===== src/rtl/afc_nco_divclk_gen_if.sv =====
// rtl/afc_nco_divclk_gen_if.sv - control-code request/ack handshake bundle for the NCO divided-clock generator
interface afc_nco_divclk_gen_if #(
    parameter int CODE_WIDTH = 8
);
    logic [CODE_WIDTH-1:0] control_code;
    logic                  code_valid;
    logic                  code_ack;

    modport master (
        output control_code,
        output code_valid,
        input  code_ack
    );

    modport slave (
        input  control_code,
        input  code_valid,
        output code_ack
    );
endinterface


===== src/rtl/afc_nco_divclk_gen.sv =====
// rtl/afc_nco_divclk_gen.sv - phase-accumulator NCO with even post-divider; optional AFC_NCO_DITHER_EN LFSR dither
module afc_nco_divclk_gen #(
    parameter int                    CODE_WIDTH = 8,
    parameter int                    ACC_WIDTH  = 24,
    parameter logic [ACC_WIDTH-1:0]  BASE_INC   = 24'h100000,
    parameter logic [ACC_WIDTH-1:0]  STEP_INC   = 24'h001000,
    parameter int                    DIV_N      = 4,
    parameter int                    RESET_CODE = 128
) (
    input  logic                   clk,
    input  logic                   rst_n,
    input  logic                   enable,
    afc_nco_divclk_gen_if.slave    code_if,
    input  logic                   afc_status,
    output logic                   divclk,
    output logic                   divclk_rise,
    output logic [CODE_WIDTH-1:0]  applied_code,
    output logic [CODE_WIDTH-1:0]  locked_code
);
    localparam int IW    = ACC_WIDTH + CODE_WIDTH;
    localparam int HALF  = DIV_N / 2;
    localparam int CNT_W = (HALF > 1) ? $clog2(HALF) : 1;
    localparam logic [IW-1:0]    INC_SAT = IW'(1) << (ACC_WIDTH - 1);
    localparam logic [CNT_W-1:0] CNT_LAST = CNT_W'(HALF - 1);

    typedef enum logic [1:0] {S_IDLE, S_PEND, S_WAIT_DROP} state_t;

    // Saturation keeps at most one carry per two clocks so the divider never misses a tick.
    function automatic logic [ACC_WIDTH-1:0] calc_inc(input logic [CODE_WIDTH-1:0] code,
                                                      input logic dith);
        logic [IW-1:0] raw;
        raw = IW'(BASE_INC) + IW'(code) * IW'(STEP_INC) + IW'(dith);
        if (raw > INC_SAT) raw = INC_SAT;
        return raw[ACC_WIDTH-1:0];
    endfunction

    state_t                state_q, state_d;
    logic [ACC_WIDTH-1:0]  acc_q, acc_d, inc_q, inc_d;
    logic [CNT_W-1:0]      div_cnt_q, div_cnt_d;
    logic                  divclk_q, divclk_d, divclk_rise_q, divclk_rise_d;
    logic                  code_ack_q, code_ack_d, status_prev_q, status_prev_d;
    logic [CODE_WIDTH-1:0] applied_code_q, applied_code_d, locked_code_q, locked_code_d;
    logic [ACC_WIDTH:0]    acc_sum;
    logic                  tick, boundary, dith;

`ifdef AFC_NCO_DITHER_EN
    logic [15:0] lfsr_q, lfsr_d;
    assign dith = lfsr_q[0];

    always_comb begin
        lfsr_d = lfsr_q;
        if (enable) lfsr_d = {lfsr_q[0] ^ lfsr_q[2] ^ lfsr_q[3] ^ lfsr_q[5], lfsr_q[15:1]};
    end

    always_ff @(posedge clk) begin
        if (!rst_n) lfsr_q <= 16'hACE1;
        else        lfsr_q <= lfsr_d;
    end
`else
    assign dith = 1'b0;
`endif

    always_comb begin
        acc_d          = acc_q;
        div_cnt_d      = div_cnt_q;
        divclk_d       = divclk_q;
        divclk_rise_d  = 1'b0;
        code_ack_d     = 1'b0;
        state_d        = state_q;
        applied_code_d = applied_code_q;
        locked_code_d  = locked_code_q;
        status_prev_d  = afc_status;
        inc_d          = calc_inc(applied_code_q, dith);
        acc_sum        = {1'b0, acc_q} + {1'b0, inc_q};
        tick           = acc_sum[ACC_WIDTH];

        if (enable) begin
            acc_d = acc_sum[ACC_WIDTH-1:0];
            if (tick) begin
                if (div_cnt_q == CNT_LAST) begin
                    div_cnt_d     = '0;
                    divclk_d      = ~divclk_q;
                    divclk_rise_d = ~divclk_q;
                end else begin
                    div_cnt_d = div_cnt_q + CNT_W'(1);
                end
            end
        end else begin
            acc_d     = '0;
            div_cnt_d = '0;
            divclk_d  = 1'b0;
        end

        // Applying on the edge where divclk rises keeps every divclk half-period whole.
        boundary = divclk_rise_d || !enable;

        case (state_q)
            S_IDLE: if (code_if.code_valid) state_d = S_PEND;
            S_PEND: begin
                if (!code_if.code_valid) begin
                    state_d = S_IDLE;
                end else if (boundary) begin
                    applied_code_d = code_if.control_code;
                    code_ack_d     = 1'b1;
                    state_d        = S_WAIT_DROP;
                end
            end
            S_WAIT_DROP: if (!code_if.code_valid) state_d = S_IDLE;
            default: state_d = S_IDLE;
        endcase

        if (afc_status && !status_prev_q) locked_code_d = applied_code_q;
    end

    always_ff @(posedge clk) begin
        if (!rst_n) begin
            state_q        <= S_IDLE;
            acc_q          <= '0;
            inc_q          <= calc_inc(CODE_WIDTH'(RESET_CODE), 1'b0);
            div_cnt_q      <= '0;
            divclk_q       <= 1'b0;
            divclk_rise_q  <= 1'b0;
            code_ack_q     <= 1'b0;
            status_prev_q  <= 1'b0;
            applied_code_q <= CODE_WIDTH'(RESET_CODE);
            locked_code_q  <= '0;
        end else begin
            state_q        <= state_d;
            acc_q          <= acc_d;
            inc_q          <= inc_d;
            div_cnt_q      <= div_cnt_d;
            divclk_q       <= divclk_d;
            divclk_rise_q  <= divclk_rise_d;
            code_ack_q     <= code_ack_d;
            status_prev_q  <= status_prev_d;
            applied_code_q <= applied_code_d;
            locked_code_q  <= locked_code_d;
        end
    end

    assign code_if.code_ack = code_ack_q;
    assign divclk           = divclk_q;
    assign divclk_rise      = divclk_rise_q;
    assign applied_code     = applied_code_q;
    assign locked_code      = locked_code_q;
endmodule

===== src/flat_wrapper.sv =====
// flat-port wrapper written by rule: the top's interface ports become plain ports
module afc_nco_divclk_gen_flat 
#(
    parameter int                    CODE_WIDTH = 8,
    parameter int                    ACC_WIDTH  = 24,
    parameter logic [ACC_WIDTH-1:0]  BASE_INC   = 24'h100000,
    parameter logic [ACC_WIDTH-1:0]  STEP_INC   = 24'h001000,
    parameter int                    DIV_N      = 4,
    parameter int                    RESET_CODE = 128
)
  (clk, rst_n, enable, afc_status, divclk, divclk_rise, applied_code, locked_code, code_if_control_code, code_if_code_valid, code_if_code_ack);
  afc_nco_divclk_gen_if #(.CODE_WIDTH(CODE_WIDTH)) code_if_i ();
  input  logic clk;
  input  logic rst_n;
  input  logic enable;
  input  logic afc_status;
  output logic divclk;
  output logic divclk_rise;
  output logic [CODE_WIDTH-1:0] applied_code;
  output logic [CODE_WIDTH-1:0] locked_code;
  input wire logic [$bits(code_if_i.control_code)-1:0] code_if_control_code;
  input wire logic [$bits(code_if_i.code_valid)-1:0] code_if_code_valid;
  output wire logic [$bits(code_if_i.code_ack)-1:0] code_if_code_ack;
  assign code_if_i.control_code = code_if_control_code;
  assign code_if_i.code_valid = code_if_code_valid;
  assign code_if_code_ack = code_if_i.code_ack;
  afc_nco_divclk_gen #(.CODE_WIDTH(CODE_WIDTH), .ACC_WIDTH(ACC_WIDTH), .BASE_INC(BASE_INC), .STEP_INC(STEP_INC), .DIV_N(DIV_N), .RESET_CODE(RESET_CODE)) u_core (.clk(clk), .rst_n(rst_n), .enable(enable), .code_if(code_if_i), .afc_status(afc_status), .divclk(divclk), .divclk_rise(divclk_rise), .applied_code(applied_code), .locked_code(locked_code));
endmodule

===== config.mk =====
export PLATFORM = sky130hd
export DESIGN_NAME = afc_nco_divclk_gen_flat
export DESIGN_NICKNAME = d
export VERILOG_FILES = /design/src/rtl/afc_nco_divclk_gen_if.sv /design/src/rtl/afc_nco_divclk_gen.sv /design/src/flat_wrapper.sv
export SDC_FILE = /design/constraint.sdc
export NUM_CORES = 1
export LEC_CHECK = 0
export CORE_MARGIN = 2
export CORE_UTILIZATION = 35
export DETAILED_ROUTE_END_ITERATION = 7
export HOLD_SLACK_MARGIN = 0.08
export PLACE_DENSITY = 0.6
export SYNTH_ARGS = -nofsm -noshare
export SYNTH_HDL_FRONTEND = slang
export SYNTH_SLANG_ARGS = --single-unit

===== constraint.sdc =====
create_clock -name clk -period 2 [get_ports clk]
set_clock_uncertainty 0.1 [all_clocks]
set_input_delay 0.6 -clock clk [delete_from_list [all_inputs] [get_ports clk]]
set_output_delay 0.6 -clock clk [all_outputs]
set_load 0.02 [all_outputs]

# Word-level counts from Yosys, hierarchy flattened
# Index checks and enable logic that the tools add are counted.
[classes] n_bitwise=2 n_reduce_logical=11 n_eq_ne=5 n_mux=11 n_lt_le_gt_ge=1 addsub=3
[op_table] op="$gt 32x24->1 const B" count=1
[op_table] op="$add 24x24->25" count=1
[op_table] op="$mux 24" count=1
[op_table] op="$add 21x20->22 const A" count=1
[op_table] op="$reduce_and 3->1" count=3
[op_table] op="$mux 2" count=4
[op_table] op="$pmux 2 s3" count=1
[op_table] op="$mux 1" count=5
[op_table] op="$ne 2x2->1 const B" count=2
[op_table] op="$reduce_and 2->1" count=2
[op_table] op="$ne 3x2->1 const B" count=1
[op_table] op="$eq 2x1->1 const B" count=1
[op_table] op="$eq 2x2->1 const B" count=1
[op_table] op="$logic_not 1->1" count=2
[op_table] op="$logic_not 2->1" count=1
[op_table] op="$not 1->1" count=2
[op_table] op="$reduce_or 2->1" count=1
[op_table] op="$add 1x1->1 const B" count=1
[op_table] op="$logic_and 1x1->1" count=1
[op_table] op="$logic_or 1x1->1" count=1
[totals] ff_bits=71 in_bits=13 out_inout_bits=19

# Logic depth before layout (Yosys ltp)
[logic_depth] word_depth=8 mapped_depth=8 ltp_nobuf=8

# Worst setup path before layout
# Ideal clock, no wire load.
[synth_timing] path_kind="reg-to-reg" from="register u_core.inc_q[12]" to="register u_core.applied_code_q[0] (netlist: u_core.applied_code[0])" arrival_time_ps=2056 path_stages_with_launch=9 path_buffers=0 slack_ps=-225 cell_sequence="dfxtp_1 ha_1 fa_1 a211oi_2 nor3_2 nor4_2 o31a_4 o21ai_0 a21oi_1"
[synth_via] elab_chain_len=5
[synth_lines] element="from (decl)" line_no="afc_nco_divclk_gen.sv:38" text="logic [ACC_WIDTH-1:0] acc_q, acc_d, inc_q, inc_d;"
[synth_lines] element="from (signal assigned)" line_no="afc_nco_divclk_gen.sv:119" text="inc_q <= calc_inc(CODE_WIDTH'(RESET_CODE), 1'b0);"
[synth_lines] element="from (signal assigned)" line_no="afc_nco_divclk_gen.sv:130" text="inc_q <= inc_d;"
[synth_lines] element="$add 24x24->25" line_no="afc_nco_divclk_gen.sv:74" text="acc_sum = {1'b0, acc_q} + {1'b0, inc_q};"
[synth_lines] element="$mux 1" line_no="afc_nco_divclk_gen.sv:79" text="if (tick) begin"
[synth_lines] element="$mux 1" line_no="afc_nco_divclk_gen.sv:77" text="if (enable) begin"
[synth_lines] element="$logic_or 1x1->1" line_no="afc_nco_divclk_gen.sv:95" text="boundary = divclk_rise_d || !enable;"
[synth_lines] element="$reduce_and 3->1 (no source line)"
[synth_lines] element="to (signal assigned)" line_no="afc_nco_divclk_gen.sv:125" text="applied_code_q <= CODE_WIDTH'(RESET_CODE);"
[synth_lines] element="to (signal assigned)" line_no="afc_nco_divclk_gen.sv:136" text="applied_code_q <= applied_code_d;"
[synth_lines] element="to (decl)" line_no="afc_nco_divclk_gen.sv:42" text="logic [CODE_WIDTH-1:0] applied_code_q, applied_code_d, locked_code_q, locked_code_d;"
# Every way passes these cells.
# A chain may end at the register's enable or synchronous reset.

# Worst setup path in the final report
[layout_timing] from="register u_core.acc_q[12]" to="register u_core.applied_code_q[3] (netlist: u_core.applied_code[3])"
[layout_via] elab_chain_len=5
[layout_lines] element="from (decl)" line_no="afc_nco_divclk_gen.sv:38"
[layout_lines] element="from (signal assigned)" line_no="afc_nco_divclk_gen.sv:118" text="acc_q <= '0;"
[layout_lines] element="from (signal assigned)" line_no="afc_nco_divclk_gen.sv:129" text="acc_q <= acc_d;"
[layout_lines] element="$add 24x24->25" line_no="afc_nco_divclk_gen.sv:74"
[layout_lines] element="$mux 1" line_no="afc_nco_divclk_gen.sv:79"
[layout_lines] element="$mux 1" line_no="afc_nco_divclk_gen.sv:77"
[layout_lines] element="$logic_or 1x1->1" line_no="afc_nco_divclk_gen.sv:95"
[layout_lines] element="$reduce_and 3->1 (no source line)"
# Every way passes these cells.

==> flow_summary.json <==
{
  "worstPathCellList": "ha_4 -> fa_2 -> a211oi_4 -> nor3_4 -> nor4_4 -> buf_6 -> o31ai_4 -> buf_12 -> nand3_1 -> a21oi_1",
  "cap_violations": 0,
  "die_y_um": 75.35,
  "violations": "negative setup slack",
  "rrSetupSlack_ns": -0.11,
  "p_total_mw": 1.591,
  "cpPeakStageDelay_ns": 0.37,
  "antenna_found_initial": 0,
  "synthTopCellsByArea": "dfxtp_1 48%, ha_1 5.6%, mux2i_1 5.1%",
  "synth_mux_area_share_pct": 5.056,
  "worstPathRequired_ns": 2.09,
  "yosysWarnings": 0,
  "vdd_drop_max_uv": 405.8,
  "wl_per_cell_um": 12.53,
  "final_cell_mix": "41 x dfxtp_1, 21 x clkdlybuf4s50_1, 20 x nor2_1, 17 x buf_4, 11 x a21oi_1",
  "min_period_over_period_pct": 105.3,
  "hold_class": "reg -> reg",
  "synthCells": 183,
  "antennaDiodeCount": 0,
  "min_to": "u_core.state_q[0]",
  "fin_util_pct": 51.56,
  "regToRegEndpoint": "u_core.applied_code[3]",
  "fmax_mhz": 475.0,
  "synth_compound_area_share_pct": 13.97,
  "nNetsFinal": 258,
  "viasPerCell": 4.743,
  "grt_pass1_vias": 1359,
  "critPathMaxFanout": 10,
  "hold_depth": 1,
  "period_needed_ns": 2.105,
  "synth_fa_ha_area_share_pct": 6.742,
  "synth_top_family_by_area": "simple AND/OR/NAND/NOR gates",
  "numCtsBuffers": 5,
  "finalMaxSlewViolations": 0,
  "grt_max_degree": 16,
  "core_area_sq_mm": 0.004817,
  "synth_xor_area_share_pct": 3.933,
  "r2r-start": "u_core.acc_q[12]",
  "critPathSlowestCell": "fa_2",
  "grt_util_all_layers_pct": 14.95,
  "htreeDepth": 2,
  "yosys.area_share.simple_pct": 19.87,
  "setup_ws_ns": -0.1050,
  "power_density_mw_per_mm2": 640.4,
  "register_area_sq_um": 863.3,
  "cpLargestDelayFamily": "adder cells",
  "critPathArrivalTime_ns": 2.19,
  "synth_area_leader_cell": "dfxtp_1",
  "ant_nets": 0,
  "fin_setup_tns_ns": -1.034,
  "n_fill_cell": 470,
  "drive_gt1_share_pct": 21.52,
  "clockBufferDepth": 2,
  "via_count": 1442,
  "initial_core_util_pct": 36.99,
  "ys_ff_latch": 43,
  "rows": 25,
  "crit_path_start": "u_core.acc_q[12]",
  "firstDrtPassIters": 4,
  "rsz0062_at_grt": "yes",
  "die_w_um": 75.35,
  "path_clk_slew_ns": 0.08,
  "yosysSeqAreaShare_pct": 48.31,
  "overflow": 0,
  "end_kind": "flip-flop",
  "fin_hold_ws_ns": 0.3753,
  "gp_congestion": 0.7448,
  "clock_latency_ns": 0.29,
  "first_iter_violations": 32,
  "grt_pass1_wl_mm": 6.382,
  "drc": 0,
  "p_leak_nw": 1.045,
  "outcome": "finished, violations left",
  "numPortBuffers": 31,
  "synth_top_area_share_pct": 48.31,
  "worst_pin_slew_ns": 0.3934,
  "wirelength_mm": 3.808,
  "worstSetupStartpointType": "flip-flop",
  "clock_sinks": 43,
  "path_buf_inv": 2,
  "fin_cells": 304,
  "synthToLayoutAreaGrowth_pct": 39.40,
  "placed_cells": 290,
  "synth_area_sq_mm": 0.001782,
  "r2r_cells": 10,
  "syn-num-nets": 205,
  "pin_count": 32,
  "slew-limit-headroom_pct": 73.77,
  "die_area_sq_mm": 0.005678,
  "cts_tree": "yes",
  "hold_path.startpoint": "u_core.state_q[1]",
  "final-setup-viol-count": 14,
  "avgSynthCellArea_sq_um": 9.736,
  "layout_commonest_cell": "dfxtp_1",
  "critPathKind": "reg -> reg",
  "dp_hpwl_mm": 2.652,
  "synth_cell_types": 39,
  "multi_input_area_sq_um": 979.7,
  "hold_viol_final": 0,
  "root_buffer": "clkbuf_8"
}
-- worst max path at each step --
stage	end	slack [ns]	cells past startpoint
6_report	u_core.applied_code[3]	-0.11	10
2_1_floorplan	u_core.applied_code[0]	-0.04	8
3_5_place_dp	u_core.applied_code[4]	-0.20	8
3_3_place_gp	u_core.applied_code[3]	-0.15	8
5_1_grt	u_core.state_q[1]	-0.23	10
4_1_cts	u_core.state_q[0]	-0.11	9
-- state kept, by name (all words and copies together), names as in the netlist --
| register | flops |
|---|---|
| u_core.acc_q | 12 |
| u_core.state_q | 2 |
| u_core.div_cnt_q | 1 |
| u_core.locked_code | 8 |
| u_core.code_if.code_ack | 1 |
| u_core.divclk_rise | 1 |
| u_core.status_prev_q | 1 |
| u_core.inc_q | 8 |
| u_core.divclk | 1 |
| u_core.applied_code | 8 |
-- power breakdown --
part	total [mW]	leakage (nW)	internal, mW	switching, mW
sequential	0.884	0.349	0.872	0.0124
combinational	0.164	0.654	0.0839	0.0803
clock	0.542	0.0412	0.244	0.298
-- cells in the mapped netlist, drive strengths merged --
| master | count |
|---|---|
| fa | 1 |
| a21o | 2 |
| o21ai | 12 |
| nor2b | 1 |
| or2b | 1 |
| o31ai | 1 |
| nand2 | 9 |
| a21oi | 13 |
| o21a | 1 |
| and2 | 8 |
| o31a | 1 |
| and3b | 1 |
| dfxtp | 43 |
| nor4 | 1 |
| mux2i | 9 |
| ha | 8 |
| clkbuf | 3 |
| inv | 3 |
| clkdlybuf4s25 | 1 |
| nor2 | 21 |
| nand3b | 2 |
| xnor2 | 5 |
| a41oi | 1 |
| and3 | 2 |
| o211ai | 1 |
| xor2 | 3 |
| nand2b | 3 |
| a21boi | 1 |
| nor3 | 3 |
| or2 | 2 |
| or3 | 1 |
| buf | 1 |
| a31oi | 1 |
| nand3 | 14 |
| a211oi | 3 |
-- area by class of cell --
cell class	instances	share of cell area [%]
multi-input combinational	133	39.45
sequential	43	34.76
timing repair buffer	50	18.54
tap	67	3.375
clock buffer	6	2.922
clock inverter	2	0.5038
inverter	3	0.4534
-- stage by stage --
step	cell area [sq um]	setup slack, ns
after floorplan	1795	-0.04190
after global placement	2268	-0.1516
after CTS	2429	-0.1118
after global routing	2484	-0.2259
final	2484	-0.1050
after detailed placement	2268	-0.2042
-- routing by layer --
| layer | track usage (%) | share of wire (%) | vias to the layer above |
|---|---|---|---|
| met5 | 0 | 0 | - |
| met4 | 5.263 | 1.6 | 0 |
| met3 | 4.630 | 4.6 | 5 |
| li1 | - | - | 745 |
| met2 | 23.48 | 46 | 26 |
| met1 | 19.52 | 47 | 666 |
-- cells by family (layout without fill, tap and decap cells) --
kind of cell    count (synthesis)  count (layout)
fa+ha+maj                       9               9
xor+xnor                        8               8
simple gates                   69              69
compound gates                 37              38
flops                          43              43
mux                             9               9
buf+inv                         8              61
-- repair_timing --
action                                  in CTS  in global routing
endpoints found under the setup margin      27                 20
hold buffers                                 0                  0
buffers inserted                             4                  1
gates resized for setup                     17                 11
cloned                                       1                  0
pin swaps                                   10                  2
Power figures use the tool's default switching activity.
